==> config.mk <==
export PLATFORM = sky130hd
export DESIGN_NAME = ps2_cmd_seq
export DESIGN_NICKNAME = d
export VERILOG_FILES = /design/src/rtl/ps2_cmd_seq.sv
export SDC_FILE = /design/constraint.sdc
export NUM_CORES = 1
export LEC_CHECK = 0
export CAP_MARGIN = 10
export CORE_AREA = 2 2 103 105
export CTS_CLUSTER_SIZE = 16
export DETAILED_ROUTE_END_ITERATION = 6
export DIE_AREA = 0 0 105 107
export PLACE_DENSITY_LB_ADDON = 0.25
export RECOVER_POWER = 25
export SLEW_MARGIN = 20
export SYNTH_ARGS = -nofsm -noshare
export SYNTH_HDL_FRONTEND = slang
export SYNTH_SLANG_ARGS = --single-unit
==> constraint.sdc <==
create_clock -name clk -period 2.1 [get_ports clk]
set_clock_uncertainty 0.05 [all_clocks]
set_input_delay 0.42 -clock clk [delete_from_list [all_inputs] [get_ports clk]]
set_output_delay 0.42 -clock clk [all_outputs]
set_load 0.05 [all_outputs]
==> src/rtl/ps2_cmd_seq.sv <==
// PS/2 host command sequencer: send a byte, await ACK/RESEND/ERROR, forward unsolicited bytes.
// Latency: cmd_done and evt_valid are registered, one cycle after the deciding event; optional start-up reset sequence when PS2_CMD_SEQ_INIT_EN is defined.
// Backpressure: one command at a time; cmd_ready low while busy, bs_tx_valid held until bs_tx_consume.
module ps2_cmd_seq #(
  parameter int CLK_RATE   = 50000000,
  parameter int TIMEOUT_US = 20000,
  parameter int MAX_RETRY  = 2
) (
  input  logic       clk,
  input  logic       reset,
  input  logic [7:0] cmd_data,
  input  logic       cmd_valid,
  output logic       cmd_ready,
  output logic       cmd_done,
  output logic [1:0] cmd_status,
  output logic [7:0] evt_data,
  output logic       evt_valid,
  output logic       init_done,
  output logic [7:0] bs_tx_data,
  output logic       bs_tx_valid,
  input  logic       bs_tx_consume,
  input  logic [7:0] bs_rx_data,
  input  logic       bs_rx_produce
);

  localparam int TMO_RAW     = CLK_RATE / 1000000 * TIMEOUT_US;
  localparam int TIMEOUT_CYC = (TMO_RAW < 1) ? 1 : TMO_RAW;
  localparam int TMR_W       = $clog2(TIMEOUT_CYC + 1);
  localparam int RTY_W       = (MAX_RETRY < 1) ? 1 : $clog2(MAX_RETRY + 1);

  localparam logic [7:0] RSP_ACK    = 8'hFA;
  localparam logic [7:0] RSP_RESEND = 8'hFE;
  localparam logic [7:0] RSP_ERROR  = 8'hFC;

  localparam logic [1:0] ST_ACK   = 2'b00;
  localparam logic [1:0] ST_RETRY = 2'b01;
  localparam logic [1:0] ST_TMO   = 2'b10;
  localparam logic [1:0] ST_ERR   = 2'b11;

`ifdef PS2_CMD_SEQ_INIT_EN
  localparam logic [7:0] CMD_RESET = 8'hFF;
  localparam logic [7:0] BAT_OK    = 8'hAA;
  typedef enum logic [2:0] {IDLE, SEND, WAIT_ACK, INIT_SEND, INIT_ACK, INIT_BAT} state_t;
  localparam state_t RST_STATE = INIT_SEND;
`else
  typedef enum logic [1:0] {IDLE, SEND, WAIT_ACK} state_t;
  localparam state_t RST_STATE = IDLE;
`endif

  state_t             state_q, state_nxt, resend_st;
  logic [7:0]         tx_dat_q, tx_dat_nxt;
  logic               tx_vld_q, tx_vld_nxt;
  logic [RTY_W-1:0]   retry_q, retry_nxt;
  logic [TMR_W-1:0]   timer_q, timer_nxt;
  logic [1:0]         status_q, status_nxt, fin_status;
  logic               done_q, done_nxt;
  logic               init_q, init_nxt;
  logic               evt_vld_q;
  logic [7:0]         evt_dat_q;
  logic               fin, rsp_taken, waiting;
  logic [7:0]         good_byte;

  always_comb begin
    state_nxt  = state_q;
    tx_dat_nxt = tx_dat_q;
    retry_nxt  = retry_q;
    timer_nxt  = timer_q;
    status_nxt = status_q;
    done_nxt   = 1'b0;
    fin        = 1'b0;
    fin_status = ST_ACK;
    rsp_taken  = 1'b0;
    waiting    = 1'b0;
    good_byte  = RSP_ACK;
    resend_st  = SEND;
`ifdef PS2_CMD_SEQ_INIT_EN
    init_nxt   = init_q;
`else
    init_nxt   = 1'b1;
`endif

    case (state_q)
      IDLE: if (cmd_valid) begin
        state_nxt  = SEND;
        tx_dat_nxt = cmd_data;
        retry_nxt  = '0;
      end
      SEND: if (tx_vld_q && bs_tx_consume) begin
        state_nxt = WAIT_ACK;
        timer_nxt = '0;
      end
      WAIT_ACK: waiting = 1'b1;
`ifdef PS2_CMD_SEQ_INIT_EN
      INIT_SEND: begin
        tx_dat_nxt = CMD_RESET;
        if (tx_vld_q && bs_tx_consume) begin
          state_nxt = INIT_ACK;
          timer_nxt = '0;
        end
      end
      INIT_ACK: begin
        waiting   = 1'b1;
        resend_st = INIT_SEND;
      end
      INIT_BAT: begin
        waiting   = 1'b1;
        resend_st = INIT_SEND;
        good_byte = BAT_OK;
      end
`endif
      default: state_nxt = RST_STATE;
    endcase

    // Response bytes win over a timeout landing in the same cycle.
    if (waiting) begin
      timer_nxt = timer_q + TMR_W'(1);
      if (bs_rx_produce && bs_rx_data == good_byte) begin
        rsp_taken = 1'b1;
        if (state_q == WAIT_ACK) begin
          fin        = 1'b1;
          fin_status = ST_ACK;
        end
`ifdef PS2_CMD_SEQ_INIT_EN
        else if (state_q == INIT_ACK) begin
          state_nxt = INIT_BAT;
          timer_nxt = '0;
        end else begin
          state_nxt = IDLE;
          init_nxt  = 1'b1;
        end
`endif
      end else if (bs_rx_produce && bs_rx_data == RSP_RESEND) begin
        rsp_taken = 1'b1;
        if (int'(retry_q) < MAX_RETRY) begin
          retry_nxt = retry_q + RTY_W'(1);
          state_nxt = resend_st;
        end else begin
          fin        = 1'b1;
          fin_status = ST_RETRY;
        end
      end else if (bs_rx_produce && bs_rx_data == RSP_ERROR) begin
        rsp_taken  = 1'b1;
        fin        = 1'b1;
        fin_status = ST_ERR;
      end else if (timer_q == TMR_W'(TIMEOUT_CYC - 1)) begin
        fin        = 1'b1;
        fin_status = ST_TMO;
      end
    end

    if (fin) begin
      state_nxt  = IDLE;
      done_nxt   = 1'b1;
      status_nxt = fin_status;
      init_nxt   = 1'b1;
    end

`ifdef PS2_CMD_SEQ_INIT_EN
    tx_vld_nxt = (state_nxt == SEND) || (state_nxt == INIT_SEND);
`else
    tx_vld_nxt = (state_nxt == SEND);
`endif
  end

  always_ff @(posedge clk or posedge reset) begin
    if (reset) begin
      state_q   <= RST_STATE;
      tx_dat_q  <= '0;
      tx_vld_q  <= 1'b0;
      retry_q   <= '0;
      timer_q   <= '0;
      status_q  <= ST_ACK;
      done_q    <= 1'b0;
      init_q    <= 1'b0;
      evt_vld_q <= 1'b0;
      evt_dat_q <= '0;
    end else begin
      state_q   <= state_nxt;
      tx_dat_q  <= tx_dat_nxt;
      tx_vld_q  <= tx_vld_nxt;
      retry_q   <= retry_nxt;
      timer_q   <= timer_nxt;
      status_q  <= status_nxt;
      done_q    <= done_nxt;
      init_q    <= init_nxt;
      evt_vld_q <= bs_rx_produce && !rsp_taken;
      if (bs_rx_produce && !rsp_taken) evt_dat_q <= bs_rx_data;
    end
  end

  assign cmd_ready   = (state_q == IDLE);
  assign cmd_done    = done_q;
  assign cmd_status  = status_q;
  assign evt_valid   = evt_vld_q;
  assign evt_data    = evt_dat_q;
  assign init_done   = init_q;
  assign bs_tx_valid = tx_vld_q;
  assign bs_tx_data  = tx_dat_q;

endmodule
Word level (Yosys, flattened, before mapping)
Index checks and enable logic that the tools add are counted.

Flip-flop bits (word level): 46. Word-level logic and storage cells: 66. Input port bits: 21. Output and inout bits: 23.

Reduce and logical (&&, ||, !) cells: 11. $lt $le $gt $ge: 1. Eq/ne operators: 7. Add/subtract/negate cells: 2. Muxes and demuxes: 35.

Operator list (number): $mux W20 (3); $mux W2 (18); $eq A8 B8 Y1 const B (3); $add A20 B1 Y20 const B (1); $eq A20 B20 Y1 const B (1); $mux W1 (13); $pmux W2 S3 (1); $logic_and A1 B1 Y1 (5); $eq A2 B1 Y1 const B (2); $reduce_and A2 Y1 (2); $reduce_bool A2 Y1 (2); $add A2 B1 Y2 const B (1); $eq A2 B2 Y1 const B (1); $logic_not A2 Y1 (1); $lt A2 B2 Y1 const B (1); $logic_not A1 Y1 (1).

Logic depth before layout (Yosys ltp)
Gate-level depths: netlist of run 1.

Depth in word-level cells: 9. Depth in mapped cells: 8. Depth with buffers taken out: 6.

Worst setup path after synthesis of run 1
OpenSTA, ideal clock, no wires.

Path kind: register -> register. From: register state_q[0]. To: register timer_q[16]. Arrival time: 2.067 ns. Setup time: 0.078 ns. Path buffers: 2. Path slack: -0.095 ns. Stages on the path, launching flop included: 9. Data required time: 1.972 ns. Clock period less this slack: 2.195 ns. Path through: dfrtp_1 > inv_1 > ha_1 > buf_6 > inv_4 > or4_1 > buf_2 > or4_1 > a21oi_1.

Longest elaborated chain between the ends: 4. Elaborated cells between the ends (all ways): 7. Those cells by class: 2 x eq/ne; 2 x mux; 3 x reduce/logical.

RTL lines: from (decl) (line 50) `state_t state_q, state_nxt, resend_st;`; from (signal assigned) (line 178) `state_q <= state_nxt;`; $eq A2 B2 Y1 (line 82) `case (state_q)`; $mux W1 (line 82); $reduce_bool A2 Y1 (no source line); $reduce_and A2 Y1 (no source line); to (signal assigned) (line 182) `timer_q <= timer_nxt;`; to (decl) (line 54) `logic [TMR_W-1:0] timer_q, timer_nxt;`.

Parallel ways exist; a longest one is shown, timed or not. A chain may end at the register's enable or synchronous reset.

Worst setup path in the final report of run 1
Same ends and word-level chain as after synthesis.

==> results of run 1 <==
## stage by stage
step,std cells,power [mW]
floorplan,233,2.19
global placement,434,2.78
detailed placement,434,2.80
CTS,442,3.44
global route,443,3.63
finish,443,3.39
## power breakdown
group	total, mW	internal, mW	switching, mW
Clock	0.576	0.241	0.335
Combinational	1.64	0.712	0.931
Sequential	1.18	1.05	0.126
Total	3.39	2.00	1.39
## layout make-up
type	count	area share
multi-input combinational	168	0.358
inverter	10	0.0121
sequential	46	0.347
clock buffer	5	0.0207
clock inverter	3	0.00754
timing repair buffer	75	0.203
tap	136	0.0513
## sequential cells by signal (all words and copies together), names as in the netlist
signal	flops
bs_tx_data	8
bs_tx_valid	1
cmd_done	1
cmd_status	2
evt_data	8
evt_valid	1
init_done	1
retry_q	2
state_q	2
timer_q	20
## final timing paths
| path | from | endpoint |
|---|---|---|
| max | state_q[0]$_DFF_PP0_ | timer_q[16]$_DFFE_PP0P_ |
| min | retry_q[0]$_DFF_PP0_ | retry_q[0]$_DFF_PP0_ |
| max reg2reg | state_q[0]$_DFF_PP0_ | timer_q[16]$_DFFE_PP0P_ |
| min reg2reg | retry_q[0]$_DFF_PP0_ | retry_q[0]$_DFF_PP0_ |
| max in group asynchronous | reset | evt_data[2]$_DFFE_PP0P_ |
| min in group asynchronous | reset | timer_q[5]$_DFFE_PP0P_ |
## per-layer routing
metal  part of all wire  vias up  track usage
met5                  0        -            0
met4             0.0069        0       0.0229
met3              0.050        4       0.0340
met2               0.46       42        0.173
met1               0.48      993        0.149
li1                   -     1021            -
## repair_timing
item / 4_1_cts / 5_1_grt
setup endpoints to repair: 3 / 5
buffers inserted: 0 / 1
pin swaps: 0 / 0
resized for setup: 2 / 5
## cell usage after synthesis, types with 5 or more instances
cell type	number	area share
dfrtp_1	46	0.48
nand2_1	20	0.031
mux2_2	16	0.075
nand3_1	13	0.027
a21oi_1	11	0.023
o21ai_0	10	0.021
inv_1	9	0.014
nand4_1	8	0.021
o31ai_1	8	0.025
or4_1	8	0.025
nand2b_1	7	0.018
nor4_1	7	0.018
nor2_1	6	0.0094
ha_1	5	0.026
## logic make-up after synthesis
family	synth area share
buffers and inverters	0.0371
DFF	0.481
adders and majority gates	0.0261
AOI/OAI and AO/OA	0.133
muxes	0.0920
xor gates and xnor gates	0.0110
other	0.00157
and+or+nand+nor	0.218
==> results.json, run 1 <==
{
  "status": "complete, no violations",
  "dr.pass1.iters": 4,
  "crit_required_ns": 2.28,
  "area_delta_synth_final_pct": 38.6,
  "insertion_delay_ns": 0.30,
  "fin_ws_ns": 0.0629,
  "dpl.hpwl_mm": 4.44,
  "ir_worst_vdd_v": 0.000689,
  "crit_cells": 6,
  "start_kind": "register",
  "clk_path_buf_depth": 2,
  "final_cell_mix": "dfrtp_1, clkdlybuf4s50_1, buf_4, nand2_1, mux2_2",
  "final_core_util": 0.329,
  "syn_inst": 233,
  "wl_per_cell_microns": 13.5,
  "fillCellCount": 1083,
  "die_w_microns": 105,
  "hold_buffers": 0,
  "grt_pass1_wl_mm": 9.92,
  "die_h_microns": 107,
  "ys_warn_count": 0,
  "final_common_cell": "dfrtp_1",
  "setup_violations": 0,
  "place_congestion": 0.765,
  "p_leak_nw": 1.35,
  "h-tree-depth": 2,
  "maxSlewViolCount": 0,
  "hold_class": "reg2reg",
  "max_slew_margin": 0.203,
  "syn-num-nets": 259,
  "async_flop_share": 1.00,
  "slowest_stage": "or4_4",
  "io_pins": 44,
  "ys_ff_latch": 46,
  "cp.buffers_inverters": 2,
  "vias_per_cell": 4.65,
  "hold_violations": 0,
  "cts_buffers": 5,
  "seq_area_frac_synth": 0.481,
  "ys.flop_type": "dfrtp_1",
  "worst_slew_pin_slew_ns": 1.20,
  "synth.distinct_cells": 50,
  "reg2reg_slack_ns": 0.06,
  "crit_type": "reg2reg",
  "fin_tns_setup_ns": 0,
  "syn-cell-area_sq_um": 2390,
  "drive_gt1_frac": 0.238,
  "io_buffers": 43,
  "antennaDiodeCount": 0,
  "postRouteAntennaNets": 0,
  "initial_core_util": 0.237,
  "fmax_ghz": 0.491,
  "grt_max_degree": 47,
  "fin_area_sq_um": 3320,
  "cpLargestDelayFamily": "simple AND/OR/NAND/NOR gates",
  "multi_input_area_sq_um": 1190,
  "crit_path_cell_trace": "inv_1 -> ha_4 -> inv_4 -> or4_4 -> or4_1 -> a21oi_1",
  "root_buffer": "clkbuf_8",
  "wirelength_mm": 5.98,
  "slowest_delay_ns": 0.57,
  "vias": 2060,
  "hold_path_depth": 1,
  "nets": 332,
  "powerDensity_nw_per_um2": 1020,
  "die-area_sq_um": 11200,
  "track_usage": 0.110,
  "dp_slack_ns": -0.120,
  "synth.avg_cell_area_sq_um": 10.3,
  "synth_edf_count": 0,
  "first_global_vias": 1975,
  "drc": 0,
  "worst_ep_arrival_time_ns": 2.21,
  "path_clk_slew_ns": 0.10,
  "overflow": 0,
  "fin_crit_ns": 2.04,
  "fin_crit_sh": 0.970,
  "fp-row-count": 37,
  "antenna_found_initial": 0,
  "cts_sinks": 46,
  "holdWs_ns": 0.454,
  "register_area_sq_um": 1150,
  "placed_area_sq_um": 3200,
  "critPathCaptureType": "register",
  "ff2ff_path_depth": 6,
  "critPathMaxFanout": 7,
  "coreArea_sq_um": 10100,
  "drv_cap": 0,
  "tritoncts": "built",
  "first_iter_violations": 69
}
Power figures use the tool's default switching activity.
==> run 2, diff against run 1 <==
--- a/config.mk
+++ b/config.mk
@@ -7,6 +7,7 @@
 export LEC_CHECK = 0
 export CAP_MARGIN = 10
 export CORE_AREA = 2 2 103 105
+export CTS_BUF_LIST = sky130_fd_sc_hd__clkbuf_8
 export CTS_CLUSTER_SIZE = 16
 export DETAILED_ROUTE_END_ITERATION = 6
 export DIE_AREA = 0 0 105 107
==> results of run 2 <==
The final DEF is identical to that of run 1; final timing and power are the same.
